===== config.mk =====
export PLATFORM = sky130hd
export DESIGN_NAME = ps2_rx_ctrl_flat
export DESIGN_NICKNAME = d
export VERILOG_FILES = /design/src/rtl/ps2_rx_ctrl_if.sv /design/src/rtl/ps2_rx_ctrl.sv /design/src/flat_wrapper.sv
export SDC_FILE = /design/constraint.sdc
export NUM_CORES = 1
export LEC_CHECK = 0
export ABC_AREA = 1
export BUFFER_PORTS_ARGS = -buffer_cell sky130_fd_sc_hd__buf_2
export CORE_MARGIN = 1
export CORE_UTILIZATION = 35
export CTS_CLUSTER_SIZE = 25
export DETAILED_ROUTE_END_ITERATION = 10
export PLACE_DENSITY_LB_ADDON = 0.12
export SLEW_MARGIN = 10
export SYNTH_ARGS = -nofsm -noshare
export SYNTH_HDL_FRONTEND = slang
export SYNTH_SLANG_ARGS = --single-unit

===== constraint.sdc =====
create_clock -name i_clk -period 3.96 [get_ports i_clk]
set_input_delay 0.396 -clock i_clk [delete_from_list [all_inputs] [get_ports i_clk]]
set_output_delay 0.396 -clock i_clk [all_outputs]
set_load 0.005 [all_outputs]

===== src/rtl/ps2_rx_ctrl_if.sv =====
// ps2_rx_ctrl_if: receiver-side and consumer-side signals of the PS/2 receive sequencer.
interface ps2_rx_ctrl_if;
    logic        rx_busy;
    logic        rx_done;
    logic [10:0] rx_frame;
    logic        rx_en;
    logic        rx_abort;
    logic        key_valid;
    logic        key_ready;
    logic [7:0]  key_code;
    logic        key_ext;
    logic        key_brk;
    logic        frame_err;
    logic        timeout_err;
    modport master (
        input  rx_busy, rx_done, rx_frame, key_ready,
        output rx_en, rx_abort, key_valid, key_code, key_ext, key_brk, frame_err, timeout_err
    );
    modport slave (
        output rx_busy, rx_done, rx_frame, key_ready,
        input  rx_en, rx_abort, key_valid, key_code, key_ext, key_brk, frame_err, timeout_err
    );
endinterface


===== src/rtl/ps2_rx_ctrl.sv =====
// ps2_rx_ctrl: validates PS/2 frames, folds E0/F0 prefixes into one key event, watchdogs stalled frames.
module ps2_rx_ctrl #(
    parameter int TIMEOUT_CYC = 200000,
    parameter int CNT_W       = 18
) (
    input  logic          i_clk,
    input  logic          i_rst_n,
    ps2_rx_ctrl_if.master bus
);
    typedef enum logic [1:0] {IDLE, LISTEN, CHECK, HOLD} state_t;
    state_t             r_state, w_state;
    logic [10:0]        r_frame, w_frame;
    logic               r_ext_f, w_ext_f, r_brk_f, w_brk_f;
    logic [CNT_W-1:0]   r_cnt, w_cnt;
    logic               r_rx_en, r_abort, w_abort, r_valid, w_valid, r_ferr, w_ferr;
    logic [7:0]         r_code, w_code;
    logic               r_kext, w_kext, r_kbrk, w_kbrk;
    logic               w_good, w_tmo;
    logic [7:0]         w_data;
    assign w_data = r_frame[8:1];
    assign w_good = ~r_frame[0] & r_frame[10] & (^r_frame[9:1]);
    assign w_tmo  = r_cnt == CNT_W'(TIMEOUT_CYC - 1);
    always_comb begin
        w_state = r_state;
        w_frame = r_frame;
        w_ext_f = r_ext_f;
        w_brk_f = r_brk_f;
        w_cnt   = r_cnt;
        w_valid = r_valid;
        w_code  = r_code;
        w_kext  = r_kext;
        w_kbrk  = r_kbrk;
        w_abort = 1'b0;
        w_ferr  = 1'b0;
        case (r_state)
            IDLE: w_state = LISTEN;
            LISTEN: begin
                // a completed frame beats a watchdog expiry in the same cycle
                if (bus.rx_done) begin
                    w_frame = bus.rx_frame;
                    w_cnt   = '0;
                    w_state = CHECK;
                end else if (!bus.rx_busy) begin
                    w_cnt = '0;
                end else if (w_tmo) begin
                    w_abort = 1'b1;
                    w_cnt   = '0;
                    w_ext_f = 1'b0;
                    w_brk_f = 1'b0;
                end else begin
                    w_cnt = r_cnt + 1'b1;
                end
            end
            CHECK: begin
                w_state = LISTEN;
                if (!w_good) begin
                    w_ferr  = 1'b1;
                    w_ext_f = 1'b0;
                    w_brk_f = 1'b0;
                end else if (w_data == 8'hE0) begin
                    w_ext_f = 1'b1;
                end else if (w_data == 8'hF0) begin
                    w_brk_f = 1'b1;
                end else begin
                    w_code  = w_data;
                    w_kext  = r_ext_f;
                    w_kbrk  = r_brk_f;
                    w_valid = 1'b1;
                    w_ext_f = 1'b0;
                    w_brk_f = 1'b0;
                    w_state = HOLD;
                end
            end
            HOLD: begin
                if (r_valid && bus.key_ready) begin
                    w_valid = 1'b0;
                    w_state = LISTEN;
                end
            end
            default: w_state = IDLE;
        endcase
    end
    always_ff @(posedge i_clk or negedge i_rst_n) begin
        if (!i_rst_n) begin
            r_state <= IDLE;
            r_frame <= '0;
            r_ext_f <= 1'b0;
            r_brk_f <= 1'b0;
            r_cnt   <= '0;
            r_rx_en <= 1'b0;
            r_abort <= 1'b0;
            r_valid <= 1'b0;
            r_ferr  <= 1'b0;
            r_code  <= '0;
            r_kext  <= 1'b0;
            r_kbrk  <= 1'b0;
        end else begin
            r_state <= w_state;
            r_frame <= w_frame;
            r_ext_f <= w_ext_f;
            r_brk_f <= w_brk_f;
            r_cnt   <= w_cnt;
            r_rx_en <= w_state == LISTEN;
            r_abort <= w_abort;
            r_valid <= w_valid;
            r_ferr  <= w_ferr;
            r_code  <= w_code;
            r_kext  <= w_kext;
            r_kbrk  <= w_kbrk;
        end
    end
    assign bus.rx_en       = r_rx_en;
    assign bus.rx_abort    = r_abort;
    assign bus.timeout_err = r_abort;
    assign bus.key_valid   = r_valid;
    assign bus.key_code    = r_code;
    assign bus.key_ext     = r_kext;
    assign bus.key_brk     = r_kbrk;
    assign bus.frame_err   = r_ferr;
endmodule

===== src/flat_wrapper.sv =====
// flat-port wrapper written by rule: the top's interface ports become plain ports
module ps2_rx_ctrl_flat 
#(
    parameter int TIMEOUT_CYC = 200000,
    parameter int CNT_W       = 18
)
  (i_clk, i_rst_n, bus_rx_busy, bus_rx_done, bus_rx_frame, bus_key_ready, bus_rx_en, bus_rx_abort, bus_key_valid, bus_key_code, bus_key_ext, bus_key_brk, bus_frame_err, bus_timeout_err);
  ps2_rx_ctrl_if bus_i ();
  input  logic i_clk;
  input  logic i_rst_n;
  input wire logic [$bits(bus_i.rx_busy)-1:0] bus_rx_busy;
  input wire logic [$bits(bus_i.rx_done)-1:0] bus_rx_done;
  input wire logic [$bits(bus_i.rx_frame)-1:0] bus_rx_frame;
  input wire logic [$bits(bus_i.key_ready)-1:0] bus_key_ready;
  output wire logic [$bits(bus_i.rx_en)-1:0] bus_rx_en;
  output wire logic [$bits(bus_i.rx_abort)-1:0] bus_rx_abort;
  output wire logic [$bits(bus_i.key_valid)-1:0] bus_key_valid;
  output wire logic [$bits(bus_i.key_code)-1:0] bus_key_code;
  output wire logic [$bits(bus_i.key_ext)-1:0] bus_key_ext;
  output wire logic [$bits(bus_i.key_brk)-1:0] bus_key_brk;
  output wire logic [$bits(bus_i.frame_err)-1:0] bus_frame_err;
  output wire logic [$bits(bus_i.timeout_err)-1:0] bus_timeout_err;
  assign bus_i.rx_busy = bus_rx_busy;
  assign bus_i.rx_done = bus_rx_done;
  assign bus_i.rx_frame = bus_rx_frame;
  assign bus_i.key_ready = bus_key_ready;
  assign bus_rx_en = bus_i.rx_en;
  assign bus_rx_abort = bus_i.rx_abort;
  assign bus_key_valid = bus_i.key_valid;
  assign bus_key_code = bus_i.key_code;
  assign bus_key_ext = bus_i.key_ext;
  assign bus_key_brk = bus_i.key_brk;
  assign bus_frame_err = bus_i.frame_err;
  assign bus_timeout_err = bus_i.timeout_err;
  ps2_rx_ctrl #(.TIMEOUT_CYC(TIMEOUT_CYC), .CNT_W(CNT_W)) u_core (.i_clk(i_clk), .i_rst_n(i_rst_n), .bus(bus_i));
endmodule

==> results of run 1 <==
[stage by stage]
stage          hold slack [ns]  power, µW  utilization (%)
3_3_place_gp             0.322       1260             39.1
6_report                 0.318       1550             40.4
4_1_cts                  0.308       1580             40.4
3_5_place_dp             0.316       1280             39.1
5_1_grt                  0.309       1700             40.4
2_1_floorplan            0.100       1130                -
[cell type report]
type	instances	share of cell area (%)
inverter	41	5.63
timing repair buffer	32	6.14
multi-input combinational	208	38.5
tap	80	3.66
clock inverter	2	0.504
sequential	47	43.1
clock buffer	5	2.52
[power by group through the flow]
| stage | Sequential [µW] | Clock (µW) | Combinational [µW] |
|---|---|---|---|
| 6_report | 684 | 288 | 580 |
| 5_1_grt | 704 | 315 | 678 |
| 4_1_cts | 685 | 302 | 590 |
| 3_5_place_dp | 694 | 0 | 588 |
| 3_3_place_gp | 690 | 0 | 574 |
| 2_1_floorplan | 688 | 0 | 438 |
[sequential cells by signal (all words and copies together) (netlist names)]
signal / count
u_core.bus.rx_en: 1
u_core.bus.frame_err: 1
u_core.bus.rx_abort: 1
u_core.r_cnt: 18
u_core.bus.key_code: 8
u_core.r_state: 2
u_core.r_frame: 11
u_core.r_ext_f: 1
u_core.r_brk_f: 1
u_core.bus.key_valid: 1
u_core.bus.key_ext: 1
u_core.bus.key_brk: 1
[layer usage]
metal | vias to the layer above | global-route usage, % | part of all wire, %
met2 | 37 | 20.8 | 41
li1 | 1038 | - | -
met3 | 6 | 3.46 | 3.6
met5 | - | 0 | 0
met1 | 912 | 23.7 | 54
met4 | 0 | 4.70 | 1.3
[cells in the mapped netlist (3+ instances only)]
library cell and n:
o21ai_0 9, inv_1 39, o21ai_1 4, nand2_2 5, nor2_2 5, xor2_1 4, o22ai_1 3, a21oi_1 8
buf_2 4, dfrtp_1 47, nand3_1 38, mux2_2 4, nand2_1 75, nor2_1 30, ha_1 6, nand4_1 7
[worst min path at each step]
stage | startpoint | endpoint | cells past startpoint
2_1_floorplan | i_rst_n | u_core.bus.frame_err | 0
3_3_place_gp | i_rst_n | u_core.r_cnt[17] | 1
3_5_place_dp | i_rst_n | u_core.r_cnt[17] | 1
4_1_cts | bus_rx_frame[7] | u_core.r_frame[7] | 2
5_1_grt | bus_rx_frame[0] | u_core.r_frame[0] | 2
6_report | bus_rx_frame[7] | u_core.r_frame[7] | 2
[logic make-up (layout without fill, tap and decap cells)]
kind of cell    count (synthesis)  after routing  share of synthesized area, %
fa+ha+maj                       6              6                          3.07
mux                             4              4                          1.84
simple gates                  164            164                          29.4
flops                          47             47                          48.1
compound gates                 28             28                          6.44
buf+inv                        51             80                          9.00
xor+xnor                        6              6                          2.15
[critical path, cell delays in order (launching register included)]
cell and delay, ns:
dfrtp_1 0.40, inv_1 0.07, nand2_1 0.22, inv_1 0.47, nand2_1 0.54, mux2_2 0.43
==> impl_metrics.tcl, run 1 <==
set metrics [dict create \
    final_cell_count_no_fill 415 \
    initial_core_util_pct 36.2 \
    yosysWarnings 0 \
    final_cell_area_mm2 0.00273 \
    run_status "completed" \
    slew_violations 0 \
    area_delta_synth_final_pct 11.6 \
    synth.area.top_cells "dfrtp_1 (48%), nand2_1 (12%), nand3_1 (7.8%)" \
    vdd_drop_max_v 0.000311 \
    diodes 0 \
    synth_edf_count 0 \
    yosys.area.top_type_share_pct 48.1 \
    grt_max_degree 35 \
    setup_tns_ns 0 \
    vias_per_cell 4.80 \
    synthArstFlopShare_pct 100 \
    arrival_ns 2.44 \
    fmax_mhz 445 \
    dpl.hpwl_um 3710 \
    combPwrFrac_pct 37.4 \
    ctsLongestPathBuffers 2 \
    fin_skew_ns 0.0139 \
    intPower_uw 948 \
    period_needed_ns 2.25 \
    synth_fp_nets 328 \
    endpoint "u_core.r_frame[6]" \
    end_kind "flip-flop" \
    clkTransAtPathRegs_ns 0.09 \
    reg2regPathDepth 5 \
    p_clk_share_pct 18.5 \
    swShare_pct 38.9 \
    worst_pin_slew_ns 0.663 \
    ff_latch_area_mm2 0.00118 \
    place_congestion 0.825 \
    min_period_over_period_pct 56.7 \
    drc 0 \
    seq_power_share_pct 44.1 \
    die_w_um 85.6 \
    syn-cell-area_mm2 0.00245 \
    ant_nets 0 \
    cp-start-kind "flip-flop" \
    final_cell_mix "nand2_1 (75), dfrtp_1 (47), inv_1 (39), nand3_1 (38)" \
    cp.required_ns 4.15 \
    htree_num_levels 2 \
    tritoncts "done" \
    port_buffers 30 \
    place_ws_ns 1.65 \
    wl_per_cell_um 12.4 \
    die_area_mm2 0.00733 \
    wl_um 5160 \
    drt_iter0_markers 105 \
    cts_resized 0 \
    gr-usage-all-layers_pct 15.3 \
    multi_input_area_mm2 0.00105 \
    first_pass_iters 4 \
    core_area_mm2 0.00676 \
    setup_viol 0 \
    setup_ws_ns 1.71 \
    synth.avg_cell_area_um2 8.00 \
    grt_pass1_vias 1744 \
    overflow 0 \
    io_pins 31 \
    final_net_count 357 \
    clk_latency_ns 0.30 \
    synth_seq_area_share_pct 48.1 \
    cts-root-buf "clkbuf_8" \
    rsz0062_at_grt "false" \
    layout-drive-gt1-share_pct 17.3 \
    cts_setup_buffers 0 \
    numCtsBuffers 5 \
    yosys_most_used_dff "dfrtp_1" \
    maxCapViolCount 0 \
    max_slew_margin_pct 55.7 \
    synthCells 306 \
    critPathKind "flip-flop to flip-flop" \
    placementRows 30 \
    powerDensity_mw_per_mm2 568 \
    fillers 727 \
    p_leak_uw 0.00140 \
    reg2reg_to "u_core.r_frame[6]" \
    yosysTopAreaCell "dfrtp_1" \
    dieHeight_um 85.6 \
    reg2reg_from "u_core.r_state[1]" \
    via_count 1993 \
    grt_pass1_wl_um 8560 \
    cts_hold_buf 1 \
    mostFrequentLayoutCell "nand2_1" \
    antenna_found_initial 0 \
    hold_class "input port to flip-flop" \
    cp_max_fo 20 \
    p_switching_uw 603 \
    finalHoldViolations 0 \
    r2r_slack_ns 1.71 \
    place_area_mm2 0.00264 \
    cts.sinks 47 \
    synthDistinctLibCells 27 \
    cp-startpoint "u_core.r_state[1]" \
    dp_cells 407 \
    synth_seq_cells 47 \
]
Power figures use the tool's default switching activity.
==> inputs of run 2 (changes only) <==
Clock period 3.96 ns to 2.3 ns, I/O delays scaled along.
==> run 2 against run 1 <==
Effect of this change: the flow now finishes with violations (DRC); maximum frequency increased by 24%; first-iteration DRC count decreased by 26%; worst setup slack got worse by 1.2 ns; global-route usage increased by 0.79 points; via count increased by 2.3%; sequential share of layout area decreased by 1.1 points; critical path depth increased by 7; sequential cell count unchanged; design area increased by 2.5%; non-clock buffer count increased by 7; clock-buffer cell count increased by 1; largest cell class unchanged; largest power group unchanged.
==> impl_metrics.tcl, run 2 (same netlist as run 1, synthesis figures left out) <==
set metrics [dict create \
    reg2regPathDepth 12 \
    cp_max_fo 12 \
    cp.required_ns 2.51 \
    drc 1 \
    final_util_pct 41.4 \
    min_to "u_core.r_frame[0]" \
    cts_hold_buf 1 \
    cts-root-buf "clkbuf_8" \
    top_register "u_core.r_cnt" \
    place_ws_ns 0.503 \
    end_kind "flip-flop" \
    io_pins 31 \
    grt_max_degree 21 \
    cts.sinks 47 \
    drt_iter0_markers 78 \
    max_slew_margin_pct 74.6 \
    wl_per_cell_um 12.5 \
    initial_core_util_pct 36.2 \
    rsz0062_at_grt "false" \
    powerDensity_mw_per_mm2 1000 \
    dpl.hpwl_um 3910 \
    swShare_pct 38.6 \
    ff_latch_area_mm2 0.00118 \
    slew_violations 0 \
    grt_pass1_wl_um 9180 \
    setup_viol 0 \
    fin_skew_ns 0.0112 \
    final_cell_area_mm2 0.00280 \
    ant_nets 0 \
    numCtsBuffers 5 \
    ctsLongestPathBuffers 2 \
    antenna_found_initial 0 \
    r2r_slack_ns 0.48 \
    place_area_mm2 0.00269 \
    setup_ws_ns 0.483 \
    cp-start-kind "flip-flop" \
    fillers 725 \
    finalHoldViolations 0 \
    gr-usage-all-layers_pct 16.1 \
    clk_latency_ns 0.31 \
    clkTransAtPathRegs_ns 0.10 \
    critPathKind "flip-flop to flip-flop" \
    place_congestion 0.819 \
    seq_power_share_pct 42.2 \
    vias_per_cell 4.82 \
    run_status "complete, but fails checks" \
    area_delta_synth_final_pct 14.4 \
    layout-drive-gt1-share_pct 19.2 \
    violations "DRC" \
    p_leak_uw 0.00143 \
    intPower_uw 1720 \
    min_period_over_period_pct 79.0 \
    placementRows 30 \
    first_pass_iters 7 \
    die_area_mm2 0.00733 \
    vdd_drop_max_v 0.000392 \
    die_w_um 85.6 \
    fmax_mhz 550 \
    cts_setup_buffers 0 \
    tritoncts "done" \
    setup_tns_ns 0 \
    p_switching_uw 1080 \
    grt_pass1_vias 1931 \
    period_needed_ns 1.82 \
    dieHeight_um 85.6 \
    mostFrequentLayoutCell "nand2_1" \
    maxCapViolCount 0 \
    combPwrFrac_pct 38.2 \
    p_clk_share_pct 19.7 \
    final_net_count 364 \
    overflow 0 \
    diodes 0 \
    largest_register_ffs 18 \
    core_area_mm2 0.00676 \
    arrival_ns 2.03 \
    htree_num_levels 2 \
    port_buffers 30 \
    wl_um 5270 \
    min_path_cells 2 \
    hold_class "input port to flip-flop" \
    cts_resized 0 \
    multi_input_area_mm2 0.00105 \
    reg2reg_from "u_core.r_frame[6]" \
    via_count 2038 \
    final_cell_mix "nand2_1 (75), dfrtp_1 (47), inv_1 (39), nand3_1 (38)" \
    reg2reg_to "u_core.bus.rx_en" \
    worst_pin_slew_ns 0.381 \
    min_from "bus_rx_frame[0]" \
]
[run 2: power by group through the flow]
stage               Sequential (µW)  Combinational [µW]  Clock [µW]
detailed placement             1200                1070           0
finish                         1180                1070         552
global placement               1190                1070           0
CTS                            1180                1080         571
global route                   1210                1240         609
floorplan                      1180                 754           0
[run 2: per-stage QoR]
step / total power (µW) / instances / hold slack [ns]
CTS: 2840 / 423 / 0.139
finish: 2800 / 423 / 0.142
floorplan: 1940 / 306 / -0.0656
global route: 3060 / 423 / 0.134
global placement: 2260 / 414 / 0.183
detailed placement: 2270 / 414 / 0.176
[run 2: final cells by class]
type	count	share of cell area, %
Multi-Input combinational cell	208	37.5
Timing Repair Buffer	39	7.86
Sequential cell	47	42.0
Inverter	41	5.50
Tap cell	80	3.57
Clock inverter	2	0.581
Clock buffer	6	2.95
[run 2: worst max path at each step]
stage,from,to,slack [ns],cells after the start
2_1_floorplan,u_core.r_frame[5],u_core.bus.key_brk,0.70,13
3_3_place_gp,u_core.r_frame[6],u_core.r_state[1],0.54,11
3_5_place_dp,u_core.r_frame[6],u_core.r_state[1],0.50,11
4_1_cts,u_core.r_frame[3],u_core.bus.rx_en,0.48,10
5_1_grt,u_core.r_frame[3],u_core.bus.rx_en,0.24,11
6_report,u_core.r_frame[6],u_core.bus.rx_en,0.48,12
[run 2: worst max-delay path, stage by stage (launching register included)]
cell and delay [ns]:
dfrtp_1 0.44, ha_1 0.33, inv_1 0.06, nand2_1 0.06, nand3_1 0.08, nand2_1 0.08, nand2_1 0.05, nand2_1 0.09
nand2_1 0.09, nand2_2 0.09, nand2_2 0.17, nand3_1 0.14, inv_1 0.05
[run 2: layer usage]
metal | GRT usage [%] | up-vias | share of wire, %
met2 | 24.2 | 45 | 42
met4 | 6.52 | 0 | 1.7
met5 | 0 | - | 0
met1 | 23.1 | 934 | 52
li1 | - | 1051 | -
met3 | 2.41 | 8 | 4.4
==> inputs of run 3 (changes only) <==
Clock period 2.3 ns to 1.9 ns, I/O delays scaled along.
==> run 3 against run 2 <==
Effect of this change: the run still ends with DRC left; maximum frequency rose by 5.9%; non-clock buffer count grew 2; sequential cell count unchanged; die area stayed put; combinational power increased by 24%; wire length rose by 0.97%; first-iteration DRC count rose by 56%; worst setup slack got worse by 0.30 ns; sequential power up 20%; largest power group unchanged.
==> impl_metrics.tcl, run 3 (same netlist as run 1, synthesis figures left out) <==
set metrics [dict create \
    run_status "complete, but fails checks" \
    violations "DRC" \
    p_leak_uw 0.00146 \
    period_needed_ns 1.72 \
    ctsLongestPathBuffers 2 \
    place_congestion 0.825 \
    cts_setup_buffers 0 \
    gr-usage-all-layers_pct 15.8 \
    final_cell_count_no_fill 425 \
    fin_skew_ns 0.00668 \
    crit_family "simple AND/OR/NAND/NOR gates" \
    grt_pass1_vias 1843 \
    setup_viol 0 \
    cp_slowest_stage_delay_ns 0.38 \
    core_area_mm2 0.00676 \
    wl_per_cell_um 12.5 \
    path_common_cell "nand2_1" \
    fmax_mhz 583 \
    via_count 2014 \
    clkTransAtPathRegs_ns 0.09 \
    critPathKind "flip-flop to flip-flop" \
    dpl.hpwl_um 3920 \
    wl_um 5320 \
    slew_violations 0 \
    final_net_count 366 \
    mostFrequentLayoutCell "nand2_1" \
    dieHeight_um 85.6 \
    first_pass_iters 7 \
    slowest_stage "dfrtp_1" \
    area_delta_synth_final_pct 16.3 \
    grt_pass1_wl_um 8900 \
    layout-drive-gt1-share_pct 19.7 \
    finalHoldViolations 0 \
    final_cell_mix "nand2_1 (75), dfrtp_1 (47), inv_1 (39), nand3_1 (38)" \
    hold_class "input port to flip-flop" \
    clk_latency_ns 0.31 \
    r2r_slack_ns 0.18 \
    htree_num_levels 2 \
    io_pins 31 \
    initial_core_util_pct 36.2 \
    dp_cells 416 \
    multi_input_area_mm2 0.00106 \
    die_w_um 85.6 \
    tritoncts "done" \
    ant_nets 0 \
    drt_iter0_markers 122 \
    path_cells "inv_1 -> ha_1 -> inv_1 -> nand2_1 -> nand3_1 -> nand2_1 -> nand2_1 -> nand2_1 -> nand2_1 -> nand2_2 -> buf_6 -> nand3_1 -> nand2_1" \
    whs_ns 0.106 \
    drc 1 \
    cts.sinks 47 \
    vdd_drop_max_v 0.000568 \
    arrival_ns 1.92 \
    min_period_over_period_pct 90.4 \
    cp-start-kind "flip-flop" \
    die_area_mm2 0.00733 \
    top_register "u_core.r_cnt" \
    largest_register_ffs 18 \
    cp.required_ns 2.11 \
    ff_latch_area_mm2 0.00118 \
    powerDensity_mw_per_mm2 1250 \
    end_kind "flip-flop" \
    cts-root-buf "clkbuf_8" \
    diodes 0 \
    grt_max_degree 25 \
    antenna_found_initial 0 \
    overflow 0 \
    numCtsBuffers 5 \
    fillers 719 \
    rsz0062_at_grt "true" \
    worst_pin_slew_ns 0.585 \
    vias_per_cell 4.74 \
    max_slew_margin_pct 61.0 \
    path_buf_inv 3 \
    maxCapViolCount 0 \
    placementRows 30 \
    cp_max_fo 11 \
    port_buffers 30 \
]
run 3: final cells by class:
class / instances / share of cell area, %
Clock inverter: 2 / 1.36
Timing Repair Buffer: 41 / 8.40
Inverter: 41 / 5.41
Sequential cell: 47 / 41.3
Multi-Input combinational cell: 208 / 37.1
Clock buffer: 6 / 2.90
Tap cell: 80 / 3.52
run 3: report_power, final:
part	switching (µW)	total, µW	internal (µW)
combinational	789	1330	536
sequential	154	1420	1270
clock	362	795	433
total	1310	3540	2240
run 3: through the flow:
step,utilization [%],cell area (µm²),power (µW),setup TNS [ns],setup slack (ns)
after floorplan,-,2450,2350,0,0.299
after global placement,40.1,2710,2750,0,0.155
final,42.1,2850,3540,0,0.183
after CTS,42.0,2840,3580,0,0.0989
after detailed placement,40.1,2710,2770,0,0.120
after global routing,42.1,2850,3860,-0.0161,-0.0161
run 3: path summary, 6_finish.rpt:
kind | start | cells past startpoint | endpoint
worst max-delay path | u_core.r_frame[5] | 13 | u_core.bus.key_code[2]
worst min-delay path | bus_rx_frame[8] | 2 | u_core.r_frame[8]
worst max register to register | u_core.r_frame[5] | 13 | u_core.bus.key_code[2]
worst min register to register | u_core.bus.key_code[6] | 2 | u_core.bus.key_code[6]
max in group asynchronous | i_rst_n | 3 | u_core.r_frame[2]
min in group asynchronous | i_rst_n | 2 | u_core.r_cnt[9]
run 3: routing by layer:
layer | up-vias | global-route usage (%) | routed length, µm
met3 | 5 | 3.37 | 185
li1 | 1053 | - | -
met2 | 41 | 23.3 | 2230
met5 | - | 0 | 0
met1 | 915 | 23.3 | 2840
met4 | 0 | 4.55 | 63
run 3: timing repair:
item	in CTS	in global routing
endpoints found under the setup margin	0	13
gates resized for setup	0	2
hold endpoints to repair	22	0
hold buffers	1	0
run 3: worst reg2reg max path: cells and delay by family (launching register included):
kind                       cells  cell delay (ns)
DFF                            1             0.38
and+or+nand+nor                9             0.61
buffers and inverters          3             0.29
adders and majority gates      1             0.32
